$ cat src/rtl/mem_arbiter.sv
// ============================================================================
// mem_arbiter : two-port (CPU data / loader) arbiter onto one word-wide RAM
// Revision    : 1.0
// ============================================================================
`default_nettype none

module mem_arbiter #(
  parameter int ADDR_W       = 12,
  parameter int STARVE_LIMIT = 4
) (
  input  logic              clk,
  input  logic              reset,

  input  logic              a_req,
  input  logic              a_we,
  input  logic [31:0]       a_addr,
  input  logic [31:0]       a_wdata,
  input  logic [3:0]        a_wstrb,
  output logic              a_gnt,
  output logic              a_rvalid,
  output logic [31:0]       a_rdata,

  input  logic              b_req,
  input  logic              b_we,
  input  logic [31:0]       b_addr,
  input  logic [31:0]       b_wdata,
  input  logic [3:0]        b_wstrb,
  output logic              b_gnt,
  output logic              b_rvalid,
  output logic [31:0]       b_rdata,

  output logic              ram_en,
  output logic [3:0]        ram_we,
  output logic [ADDR_W-1:0] ram_addr,
  output logic [31:0]       ram_wdata,
  input  logic [31:0]       ram_rdata,

  output logic              addr_err
);

  localparam int              CNT_W = $clog2(STARVE_LIMIT + 1);
  localparam logic [CNT_W-1:0] LIMIT = CNT_W'(STARVE_LIMIT);

  logic [CNT_W-1:0] starve_cnt;
  logic             pend_valid;
  logic             pend_owner;     // 0 = port A, 1 = port B
  logic             pend_in_range;

  logic             a_win;
  logic             b_win;
  logic             any_win;
  logic             sel_we;
  logic [31:0]      sel_addr;
  logic [31:0]      sel_wdata;
  logic [3:0]       sel_wstrb;
  logic             in_range;
  logic [31:0]      read_data;
  logic             unused_addr_lsbs;

  // B only beats a competing A once it has been starved for STARVE_LIMIT cycles
  assign b_win   = !reset && b_req && (!a_req || (starve_cnt == LIMIT));
  assign a_win   = !reset && a_req && !b_win;
  assign any_win = a_win || b_win;

  assign sel_we    = b_win ? b_we    : a_we;
  assign sel_addr  = b_win ? b_addr  : a_addr;
  assign sel_wdata = b_win ? b_wdata : a_wdata;
  assign sel_wstrb = b_win ? b_wstrb : a_wstrb;
  assign in_range  = (sel_addr[31:ADDR_W+2] == '0);

  assign unused_addr_lsbs = ^sel_addr[1:0];

  assign a_gnt     = a_win;
  assign b_gnt     = b_win;
  assign ram_en    = any_win && in_range;
  assign ram_we    = (ram_en && sel_we) ? sel_wstrb : 4'b0000;
  assign ram_addr  = any_win ? sel_addr[ADDR_W+1:2] : '0;
  assign ram_wdata = any_win ? sel_wdata : 32'h0;
  assign addr_err  = any_win && !in_range;

  always_ff @(posedge clk or posedge reset) begin
    if (reset) begin
      starve_cnt    <= '0;
      pend_valid    <= 1'b0;
      pend_owner    <= 1'b0;
      pend_in_range <= 1'b0;
    end else begin
      if (b_req && !b_win) begin
        if (starve_cnt != LIMIT) starve_cnt <= starve_cnt + CNT_W'(1);
      end else begin
        starve_cnt <= '0;
      end
      pend_valid    <= any_win && !sel_we;
      pend_owner    <= b_win;
      pend_in_range <= in_range;
    end
  end

  // Out-of-range reads still complete, but return zero instead of RAM data
  assign read_data = pend_in_range ? ram_rdata : 32'h0;

  assign a_rvalid = pend_valid && !pend_owner;
  assign b_rvalid = pend_valid &&  pend_owner;
  assign a_rdata  = a_rvalid ? read_data : 32'h0;
  assign b_rdata  = b_rvalid ? read_data : 32'h0;

endmodule

`default_nettype wire

$ cat config.mk
export PLATFORM = sky130hd
export DESIGN_NAME = mem_arbiter
export DESIGN_NICKNAME = d
export VERILOG_FILES = /design/src/rtl/mem_arbiter.sv
export SDC_FILE = /design/constraint.sdc
export NUM_CORES = 1
export LEC_CHECK = 0
export ABC_AREA = 1
export CAP_MARGIN = 20
export CORE_AREA = 2 2 114 116
export CTS_BUF_LIST = sky130_fd_sc_hd__clkbuf_8
export DETAILED_ROUTE_END_ITERATION = 6
export DIE_AREA = 0 0 116 118
export GPL_ROUTABILITY_DRIVEN = 1
export PLACE_DENSITY_LB_ADDON = 0.2
export SETUP_SLACK_MARGIN = 0.4
export SKIP_LAST_GASP = 1
export SLEW_MARGIN = 20
export SYNTH_ARGS = -nofsm -noshare
export SYNTH_HDL_FRONTEND = slang
export SYNTH_SLANG_ARGS = --single-unit
$ cat constraint.sdc
create_clock -name clk -period 2 [get_ports clk]
set_clock_uncertainty 0.1 [all_clocks]
set_input_delay 0.4 -clock clk [delete_from_list [all_inputs] [get_ports clk]]
set_output_delay 0.4 -clock clk [all_outputs]
set_load 0.02 [all_outputs]
Word level (Yosys, flattened, before mapping):

Index checks and enable logic that the tools add are counted.

* reductions and logical operators: 20
* add/subtract/negate cells: 1
* mux-type cells: 12
* equal/unequal tests: 3

Operators with widths (number)
* $mux 32: 6
* $logic_not 18->1: 1
* $mux 12: 1
* $logic_and 1x1->1: 11
* $mux 4: 2
* $logic_not 1->1: 6
* $mux 3: 2
* $add 3x1->3 const B: 1
* $eq 3x3->1 const B: 1
* $ne 3x3->1 const B: 1
* $logic_or 1x1->1: 2
* $ne 2x1->1 const B: 1
* $mux 1: 1

* flip-flop bits (word level): 6
* input port bits: 174

Longest topological paths before layout:

Gate-level depths: netlist (run 1).

* depth in word-level cells: 9
* mapped depth: 11
* gate-level depth less buffers: 10

Worst setup path after synthesis (run 1):

Ideal clock, no wire load.

* path type: register to output
* start point: register starve_cnt[0]
* end point: output ram_wdata[23]
* setup slack: -0.031 ns
* data arrival time: 1.531 ns
* stages on the path, launching flop included: 10
* path buffers: 1
* required time: 1.500 ns
* path through: dfrtp_1 > inv_1 > ha_1 > nand2_2 > nand2_2 > nand2_4 > inv_2 > buf_2 > nor2_1 > nor2_1

* longest elaborated chain between the ends: 7

RTL lines
* start, declared: RTL line 44 `logic [CNT_W-1:0] starve_cnt;`
* start signal, assigned: RTL line 89 `if (starve_cnt != LIMIT) starve_cnt <= starve_cnt + CNT_W'(1);`
* $eq 3x3->1 (*): RTL line 61 `assign b_win = !reset && b_req && (!a_req || (starve_cnt == LIMIT));`
* $logic_or 1x1->1 (*): RTL line 61
* $logic_and 1x1->1 (*): RTL line 61
* net b_gnt: RTL line 28 `output logic b_gnt,`
* $logic_not 1->1: RTL line 62 `assign a_win = !reset && a_req && !b_win;`
* $logic_and 1x1->1: RTL line 62
* $logic_or 1x1->1: RTL line 63 `assign any_win = a_win || b_win;`
* $mux 32 (*): RTL line 78 `assign ram_wdata = any_win ? sel_wdata : 32'h0;`
* end, declared: RTL line 35 `output logic [31:0] ram_wdata,`

Mark *: on every way through the listed nets, which the timed path passes. The rest lies on a longest branch.

Final worst setup path (run 1):

* start point: register starve_cnt[0]
* end point: output ram_wdata[23]

* longest elaborated chain between the ends: 7

RTL lines (RTL line)
* $eq 3x3->1 (*): 61
* $logic_or 1x1->1 (*): 61
* $logic_and 1x1->1 (*): 61
* $logic_not 1->1: 62
* $logic_and 1x1->1: 62
* $logic_or 1x1->1: 63
* $mux 32 (*): 78

Every way passes the cells marked *; elsewhere a longest branch is shown, timed or not.

==> impl_metrics.py, run 1 <==
metrics = {
    "sta": {
        "max_slew.worst_pin.slew_ps": 237,
        "setup_slack_ps": -260,
        "rsz0062_at_grt": "yes",
        "hold_violations": 0,
        "setup_viol": 79,
        "hold_ws_ps": 371,
        "min_period_over_period_pct": 113,
        "fmaxAchievable_ghz": 0.442,
        "drv_slew": 0,
        "max-slew-margin-rel_pct": 84.2,
        "finalCriticalPeriod_ps": 2260,
    },
    "pwr": {
        "seqPwrFrac_pct": 10.0,
        "p_clk_share_pct": 12.6,
        "pwr-share-comb_pct": 77.4,
        "swShare_pct": 38.7,
        "cellLeakagePower_nw": 2.87,
        "peakVddDrop_mv": 0.137,
        "power_density_mw_per_mm2": 222,
        "net-switching-power_w": 0.000550,
        "internal_power_w": 0.000872,
    },
    "synthesis": {
        "synth-adder-area-share_pct": 1.49,
        "syn_area_per_cell_um2": 4.78,
        "netlist.top_cell.by_area": "nor2_1",
        "synth_warnings": 0,
        "ys_seq_area_share_pct": 8.97,
        "synthMuxAreaShare_pct": 0,
        "synth.area.top_cells": "nor2_1 26%, nor3_1 19%, o21ai_0 13%",
        "synthSimpleGateAreaFrac_pct": 56.4,
        "syn_inst": 350,
        "ys_types": 23,
        "synth-xor-area-share_pct": 1.05,
        "syn-num-nets": 526,
        "syn_area_mm2": 0.00167,
        "synth_compound_area_share_pct": 14.3,
        "synth_top_area_share_pct": 26.5,
        "synth_top_family_by_area": "simple AND/OR/NAND/NOR gates",
        "synth_seq_cells": 6,
    },
    "finish": {
        "nets": 861,
        "final_cell_mix": "154 x clkdlybuf4s50_1, 68 x buf_6, 68 x buf_4",
        "area_delta_synth_final_pct": 282,
        "drive_above_1_share_pct": 55.3,
        "diodes": 0,
        "stdcell_area_mm2": 0.00639,
        "final_common_cell": "clkdlybuf4s50_1",
    },
    "drt": {
        "wl_per_cell_um": 13.7,
        "wl_met3_um": 991,
        "wl_mm": 11.8,
        "via_count": 3509,
        "route.detailed.drc": 0,
        "drt_iter0_drc": 88,
        "drtAntennaViolNets": 0,
        "vias_per_cell": 4.10,
        "first_pass_iters": 4,
        "routed.top_layer": "met4",
        "met1_length_mm": 3.72,
        "wl_met2_mm": 6.86,
    },
    "floorplan": {
        "num_io_pins": 292,
        "coreArea_mm2": 0.0124,
        "dieHeight_um": 118,
        "start_util_pct": 13.5,
        "dieArea_mm2": 0.0137,
        "fp.dieW_um": 116,
        "row_count": 41,
    },
    "hold_path": {
        "holdCritPathClass": "in -> async",
    },
    "outcome": {
        "violations": "negative setup slack",
        "status": "complete, but fails checks",
    },
    "placement": {
        "dpl.hpwl_mm": 9.57,
        "pre_cts_ws_ps": -920,
        "gp_congestion": 0.824,
        "place_area_mm2": 0.00569,
        "numPortBuffers": 287,
    },
    "global_route": {
        "antenna_found_initial": 0,
        "grtUsageTotal_pct": 15.8,
        "grt_max_degree": 35,
        "grt_pass1_vias": 3548,
        "grt_overflow": 0,
        "grt_pass1_wl_mm": 17.3,
    },
    "worst_setup_path": {
        "crit_fanout": 15,
        "arrival_ps": 1760,
        "cp-start-kind": "register",
        "worstSetupPathType": "reg -> out",
        "cp-end-kind": "output port",
        "crit_required_ps": 1500,
    },
    "clock_network": {
        "htree_levels": 1,
        "cts_inserted_buffers": 3,
        "clkLatencyLatePin_ps": 220,
        "cts_buffer_depth": 2,
        "clk_pin_slew_worst_paths_ps": 40,
        "root_buffer": "clkbuf_8",
        "cts_num_sinks": 6,
        "cts_tree": "yes",
    },
    "job": {
        "maxCapViolations": 0,
    },
}
synthesized netlist by cell type:
cell type,number
nand3_1,3
nand3_2,2
nand2_1,26
buf_6,2
inv_1,44
o21ai_1,1
nor2_1,118
buf_1,1
buf_2,8
clkbuf_1,14
nor3_1,64
xnor2_1,1
nand2_4,1
o21ai_0,44
a21oi_1,3
nand2_2,3
ha_1,2
clkbuf_2,1
dfrtp_1,6
nor2_2,2
or2_2,1
inv_2,2
xor2_1,1
cells by family after synthesis:
logic type | Yosys count
and+or+nand+nor | 220
buffers and inverters | 72
AOI/OAI and AO/OA | 48
DFF | 6
xor gates and xnor gates | 2
adders and majority gates | 2
power groups by stage:
stage	clock network, W	registers [W]	logic (W)
6_report	0.000179	0.000143	0.00110
5_1_grt	0.000189	0.000144	0.00118
4_1_cts	0.000187	0.000142	0.00105
2_1_floorplan	0	0.000144	0.000414
3_5_place_dp	0	0.000144	0.000976
3_3_place_gp	0	0.000143	0.000965
registers in the layout (all words and copies together) (netlist names):
| register | cells |
|---|---|
| pend_in_range | 1 |
| pend_valid | 1 |
| starve_cnt | 3 |
| pend_owner | 1 |
through the flow:
stage	instances	TNS, ps	util, %	power (W)
floorplan	350	0	-	0.000558
global placement	819	-52940	45.8	0.00111
detailed placement	819	-53720	45.8	0.00112
CTS	841	-9360	48.2	0.00138
global route	855	-15890	51.5	0.00151
finish	855	-9250	51.5	0.00142
repair_timing:
action,in CTS,in global routing
hold buffers,0,0
setup endpoints to repair,118,119
cloned,5,0
pin swaps,23,13
gates resized for setup,710,76
buffers inserted,14,14
critical path, stage by stage (launching register included):
cell	delay [ps]
dfrtp_1	380
inv_2	80
ha_4	150
nand2_4	50
nand2_4	80
nand2_8	80
buf_4	220
o21ai_0	200
nor2_2	40
clkdlybuf4s15_2	250
per-layer routing:
layer / track usage [%] / vias to the layer above
li1: - / 1780
met1: 14.4 / 1545
met2: 33.7 / 170
met3: 3.04 / 14
met4: 4.02 / 0
met5: 0 / -
final cells by class:
| type | count | area [um^2] |
|---|---|---|
| Multi-Input combinational cell | 272 | 2200 |
| Inverter | 46 | 189 |
| Fill cell | 1224 | 6020 |
| Clock buffer | 3 | 41.3 |
| Tap cell | 172 | 215 |
| Sequential cell | 6 | 150 |
| Timing Repair Buffer | 356 | 3600 |
path summary, 6_finish.rpt:
| kind | from | end | slack (ps) | depth (start not counted) |
|---|---|---|---|---|
| min reg2reg | starve_cnt[1]$_DFFE_PP0P_ | starve_cnt[1]$_DFFE_PP0P_ | 590 | 3 |
| max | starve_cnt[0]$_DFFE_PP0P_ | ram_wdata[23] | -260 | 9 |
| max in group asynchronous | reset | pend_in_range$_DFF_PP0_ | 1310 | 4 |
| max reg2reg | starve_cnt[0]$_DFFE_PP0P_ | pend_in_range$_DFF_PP0_ | 450 | 11 |
| min in group clk | starve_cnt[1]$_DFFE_PP0P_ | starve_cnt[1]$_DFFE_PP0P_ | 590 | 3 |
| min | reset | starve_cnt[0]$_DFFE_PP0P_ | 370 | 4 |
Note: power is estimated with default switching activity, not from simulation.
==> inputs of run 2 (changes only) <==
--- a/config.mk
+++ b/config.mk
@@ -15,7 +15,6 @@
 export PLACE_DENSITY_LB_ADDON = 0.2
 export SETUP_SLACK_MARGIN = 0.4
 export SKIP_LAST_GASP = 1
-export SLEW_MARGIN = 20
 export SYNTH_ARGS = -nofsm -noshare
 export SYNTH_HDL_FRONTEND = slang
 export SYNTH_SLANG_ARGS = --single-unit
==> results of run 2 <==
Same layout as run 1: the final DEF is identical, and so are final timing and power.
==> inputs of run 3 (changes only) <==
--- a/config.mk
+++ b/config.mk
@@ -6,7 +6,6 @@
 export NUM_CORES = 1
 export LEC_CHECK = 0
 export ABC_AREA = 1
-export CAP_MARGIN = 20
 export CORE_AREA = 2 2 114 116
 export CTS_BUF_LIST = sky130_fd_sc_hd__clkbuf_8
 export DETAILED_ROUTE_END_ITERATION = 6
==> results of run 3 <==
Same layout as run 1: the final DEF is identical, and so are final timing and power.
